==> src/rtl/div_pkg.sv <==
// rtl/div_pkg.sv - shared state type, default width and counter sizing for seq_divider
package div_pkg;

    typedef enum logic [1:0] {
        IDLE = 2'd0,
        PREP = 2'd1,
        ITER = 2'd2,
        FIX  = 2'd3
    } div_state_t;

    localparam int DIV_W_DEFAULT = 32;

    // Bits needed to hold the iteration index WIDTH-1 down to 0.
    function automatic int cnt_w(input int w);
        return (w < 2) ? 1 : $clog2(w);
    endfunction

endpackage

==> src/rtl/div_step.sv <==
// rtl/div_step.sv - one restoring division iteration: shift, trial subtract, restore or keep
module div_step #(
    parameter int WIDTH = 32
) (
    input  logic [WIDTH-1:0] rem,
    input  logic [WIDTH-1:0] quo,
    input  logic [WIDTH-1:0] dvsr,
    output logic [WIDTH-1:0] rem_next,
    output logic [WIDTH-1:0] quo_next
);

    logic [WIDTH:0] rem_sh;
    logic [WIDTH:0] diff;

    // rem < dvsr always holds, so the true difference fits in WIDTH+1 signed bits.
    always_comb begin
        rem_sh = {rem, quo[WIDTH-1]};
        diff   = rem_sh - {1'b0, dvsr};
        if (!diff[WIDTH]) begin
            rem_next = diff[WIDTH-1:0];
            quo_next = {quo[WIDTH-2:0], 1'b1};
        end else begin
            rem_next = rem_sh[WIDTH-1:0];
            quo_next = {quo[WIDTH-2:0], 1'b0};
        end
    end

endmodule

==> src/rtl/seq_divider.sv <==
// rtl/seq_divider.sv - multi-cycle signed/unsigned restoring divider with start/busy/done handshake
module seq_divider
    import div_pkg::*;
#(
    parameter int WIDTH = DIV_W_DEFAULT
) (
    input  logic                 clock,
    input  logic                 reset,
    input  logic                 start,
    input  logic                 is_signed,
    input  logic [WIDTH-1:0]     dividend,
    input  logic [WIDTH-1:0]     divisor,
    output logic                 busy,
    output logic                 done,
    output logic                 div_by_zero,
    output logic [2*WIDTH-1:0]   z
);

    localparam int CW = cnt_w(WIDTH);

    div_state_t       state;
    logic [WIDTH-1:0] a_reg;
    logic [WIDTH-1:0] b_reg;
    logic             sgn;
    logic [WIDTH-1:0] rem;
    logic [WIDTH-1:0] quo;
    logic [WIDTH-1:0] bmag;
    logic             q_neg;
    logic             r_neg;
    logic [CW-1:0]    count;

    logic             a_neg;
    logic             b_neg;
    logic [WIDTH-1:0] a_mag;
    logic [WIDTH-1:0] b_mag;
    logic [WIDTH-1:0] rem_next;
    logic [WIDTH-1:0] quo_next;
    logic [WIDTH-1:0] rem_fix;
    logic [WIDTH-1:0] quo_fix;

    always_comb begin
        a_neg   = sgn & a_reg[WIDTH-1];
        b_neg   = sgn & b_reg[WIDTH-1];
        a_mag   = a_neg ? -a_reg : a_reg;
        b_mag   = b_neg ? -b_reg : b_reg;
        rem_fix = r_neg ? -rem : rem;
        quo_fix = q_neg ? -quo : quo;
    end

    div_step #(.WIDTH(WIDTH)) u_step (
        .rem      (rem),
        .quo      (quo),
        .dvsr     (bmag),
        .rem_next (rem_next),
        .quo_next (quo_next)
    );

    always_ff @(posedge clock) begin
        if (reset) begin
            state       <= IDLE;
            a_reg       <= '0;
            b_reg       <= '0;
            sgn         <= 1'b0;
            rem         <= '0;
            quo         <= '0;
            bmag        <= '0;
            q_neg       <= 1'b0;
            r_neg       <= 1'b0;
            count       <= '0;
            busy        <= 1'b0;
            done        <= 1'b0;
            div_by_zero <= 1'b0;
            z           <= '0;
        end else begin
            done <= 1'b0;
            case (state)
                IDLE: begin
                    if (start) begin
                        a_reg       <= dividend;
                        b_reg       <= divisor;
                        sgn         <= is_signed;
                        div_by_zero <= 1'b0;
                        busy        <= 1'b1;
                        state       <= PREP;
                    end
                end
                PREP: begin
                    if (b_reg == '0) begin
                        z           <= {a_reg, {WIDTH{1'b1}}};
                        div_by_zero <= 1'b1;
                        done        <= 1'b1;
                        busy        <= 1'b0;
                        state       <= IDLE;
                    end else begin
                        rem   <= '0;
                        quo   <= a_mag;
                        bmag  <= b_mag;
                        q_neg <= a_neg ^ b_neg;
                        r_neg <= a_neg;
                        count <= CW'(WIDTH - 1);
                        state <= ITER;
                    end
                end
                ITER: begin
                    rem   <= rem_next;
                    quo   <= quo_next;
                    count <= count - 1'b1;
                    if (count == '0) begin
                        state <= FIX;
                    end
                end
                FIX: begin
                    // MIN / -1 falls out naturally: the magnitude quotient negates back to MIN.
                    z     <= {rem_fix, quo_fix};
                    done  <= 1'b1;
                    busy  <= 1'b0;
                    state <= IDLE;
                end
                default: state <= IDLE;
            endcase
        end
    end

endmodule
==> config.mk <==
export PLATFORM = sky130hd
export DESIGN_NAME = seq_divider
export DESIGN_NICKNAME = d
export VERILOG_FILES = /design/src/rtl/div_pkg.sv /design/src/rtl/div_step.sv /design/src/rtl/seq_divider.sv
export SDC_FILE = /design/constraint.sdc
export NUM_CORES = 1
export LEC_CHECK = 0
export BUFFER_PORTS_ARGS = -buffer_cell sky130_fd_sc_hd__buf_4
export CAP_MARGIN = 20
export CORE_ASPECT_RATIO = 0.75
export CORE_UTILIZATION = 45
export CTS_CLUSTER_DIAMETER = 120
export DETAILED_ROUTE_END_ITERATION = 10
export PLACE_DENSITY = 0.76
export SETUP_SLACK_MARGIN = 0.5
export SLEW_MARGIN = 5
export SYNTH_ARGS = -nofsm -noshare
export SYNTH_HDL_FRONTEND = slang
export SYNTH_SLANG_ARGS = --single-unit
export TNS_END_PERCENT = 30
==> constraint.sdc <==
create_clock -name clock -period 10.39 [get_ports clock]
set_input_delay 2.078 -clock clock [delete_from_list [all_inputs] [get_ports clock]]
set_output_delay 2.078 -clock clock [all_outputs]
set_load 0.005 [all_outputs]
==> results.ini <==
[clock_tree]
root_buffer = clkbuf_16
insertion_delay_ns = 0.53
path_clk_slew_ns = 0.06
cts_sinks = 237
h-tree-depth = 1
cts-hold-fix-buffers = 0
cts_buffers = 24
post_cts_buffers = 0
clock_path_buffers = 3
cts_tree = yes
cts_resized = 0

[final_layout]
nNetsFinal = 1877
largest_reg_flops = 64
fin_util_pct = 53.4
area_growth_pct = 15.1
antennaDiodeCount = 0
regMostFlops = z
final_layout_size_suffix_gt1_share_pct = 11.9
final_cell_area_um2 = 15200

[grt]
grt_pass1_vias = 11200
grt_max_degree = 117
gr-total-overflow = 0
grtUsageTotal_pct = 23.9
grt_first_pass_wirelength_um = 58200
antenna_found_initial = 0

[power_and_ir_drop]
ir_worst_vdd_v = 0.000154
pwr-share-seq_pct = 36.4
p_sw_w = 0.000990
powerDensity_nw_per_um2 = 189
leakagePower_nw = 6.00
p_int_w = 0.00189
clkPwrFrac_pct = 30.9
sw_frac_of_total_pct = 34.4
comb_power_share_pct = 32.7

[yosys]
synthTopCellsByArea = dfxtp_1 36%, nand2_1 9.1%, a21oi_1 5.8%
yosys.area.top_type = dfxtp_1
yosys.area_share.simple_pct = 20.9
ys_types = 62
synthTopCellsByCount = 320 x nand2_1, 237 x dfxtp_1, 174 x nor2_1
synth.avg_cell_area_um2 = 7.70
async_flop_share_pct = 0
synth_edf_count = 0
seq_area_frac_synth_pct = 35.9
synth.most_common_cell = nand2_1
synth_nets = 1821
synth-compound-area-share_pct = 22.7
synth_top_family_by_area = compound AO/OA/AOI/OAI gates
ys_warn_count = 0
synthFlopType = dfxtp_1
synth.area.mux_share_pct = 2.05
synth_top_area_share_pct = 35.9
yosys.area_share.xor_xnor_pct = 9.69
syn_area_um2 = 13200
ys_seq_elements = 237
postSynthCellCount = 1714
synthAdderAreaFrac_pct = 3.75

[placed_design]
dp_hpwl_um = 26800
dpl_cell_area_um2 = 14300
port_buffers = 134
gp_congestion = 0.955
pre_cts_slack_ns = 6.48

[worst_setup_path]
r2r.worst_path.cells = 9
rr_endpoint = z[55]$_SDFFE_PP0P_
cp.buffers_inverters = 1
crit_path_end_kind = register
reg2reg_slack_ns = 6.35
critPathRequiredTime_ns = 10.77
cp_common_cell = nor3_1
worst_setup_path_start_kind = register
critPathArrivalTime_ns = 4.42
critPathKind = reg -> reg
cp_slowest_cell = nor3_1
crit_chain = or4_1 > nor4_1 > or3b_2 > nor3_1 > nand2_1 > buf_4 > o22a_1 > o22ai_1 > nor3_1
crit_fanout = 44
cp_top_family = simple AND/OR/NAND/NOR gates
r2r-start = b_reg[22]$_SDFFE_PP0P_
slowest_delay_ns = 0.80

[drt]
wire_per_inst_um = 17.1
vias = 12600
drt_first_pass_iters = 6
wl_um = 37200
via_per_inst = 5.78
detail-route-antenna-nets = 0
drc = 0
dr.first_iter.drc_count = 1186

[timing]
setup_ws_ns = 6.35
fin_skew_ns = 0.0197
fin_tns_setup_ns = 0
tightest_slew_ns = 1.06
maxClockFrequency_ghz = 0.247
holdWs_ns = 0.452
slew_headroom_pct = 29.2
layout_min_cycle_time_ns = 4.04
finalCritPeriodShare_pct = 38.9
setup_viol = 0
hold_viol_final = 0
slew_violations = 0
rsz0062_at_grt = no

[worst_hold_path]
hold_class = reg -> reg
min_path_cells = 2
hold_end = bmag[16]$_SDFFE_PP0P_
hp-start = bmag[16]$_SDFFE_PP0P_

[floorplanning]
num_rows = 53
die_w_um = 200
start_util_pct = 46.4
fp.dieArea_um2 = 30000
die_y_um = 150
io_pins = 135
core_region_area_um2 = 28400

[run_status]
status = finished, final reports clean

[run]
max_cap_violations = 0

-- cell families (layout without fill, tap and decap cells) --
logic type / count (synthesis) / in the layout
compound gates: 457 / 457
fa+ha+maj: 39 / 39
xor+xnor: 146 / 146
mux: 27 / 27
simple gates: 637 / 637
flops: 237 / 237
buf+inv: 171 / 244
-- placed cells by master (no fill, tap or decap), drive strengths merged, types with 20 or more instances in the layout --
cell / instances
xnor2: 78
inv: 52
nand3: 20
clkbuf: 36
o31ai: 26
dfxtp: 237
a211oi: 36
nor3: 23
ha: 38
nor2: 174
a311oi: 33
mux2i: 27
a21oi: 154
a221oi: 37
nand2: 320
xor2: 68
buf: 147
o21ai: 79
-- through the flow --
stage          instances  power [W]
4_1_cts             2169    0.00286
6_report            2172    0.00288
2_1_floorplan       1714    0.00174
3_3_place_gp        2126    0.00195
3_5_place_dp        2126    0.00198
5_1_grt             2172    0.00301
-- metal layers --
metal	part of all wire [%]	global-route usage, %	vias up
met1	49	37.4	5870
met3	8.9	4.23	51
met5	0	0	-
met2	40	33.5	508
li1	-	-	6131
met4	1.7	4.69	0
-- power by group through the flow --
stage / clock (W) / sequential, W / combinational (W)
after floorplan: 0 / 0.00103 / 0.000710
after global placement: 0 / 0.00106 / 0.000893
after detailed placement: 0 / 0.00106 / 0.000912
after CTS: 0.000898 / 0.00104 / 0.000917
after global routing: 0.000934 / 0.00105 / 0.00102
final: 0.000891 / 0.00105 / 0.000940
-- tightest hold or removal path: stages (launching register included) --
cell,delay (ns)
dfxtp_1,0.31
nand2_1,0.05
a21oi_1,0.05
-- worst max-delay path by stage --
stage                                 startpoint                   end  slack [ns]  depth (start not counted)
final                     b_reg[22]$_SDFFE_PP0P_    z[55]$_SDFFE_PP0P_        6.35                          9
after floorplan             quo[31]$_SDFFE_PP0P_  rem[10]$_SDFFE_PP0P_        7.13                         13
after detailed placement                   reset    z[60]$_SDFFE_PP0P_        6.48                          3
after global routing       b_reg[2]$_SDFFE_PP0P_  quo[15]$_SDFFE_PP0P_        6.19                          9
after CTS                 b_reg[22]$_SDFFE_PP0P_    z[55]$_SDFFE_PP0P_        6.46                          9
after global placement                     reset   rem[2]$_SDFFE_PP0P_        6.54                          3
-- area by class of cell --
type	instances	area, um^2
Clock inverter	9	100
Clock buffer	34	709
Fill cell	2638	13300
Tap cell	385	482
Timing Repair Buffer	149	1130
Inverter	52	195
Sequential cell	237	4740
Multi-Input combinational cell	1306	7830
No activity file was read; power rests on OpenSTA's default activity.
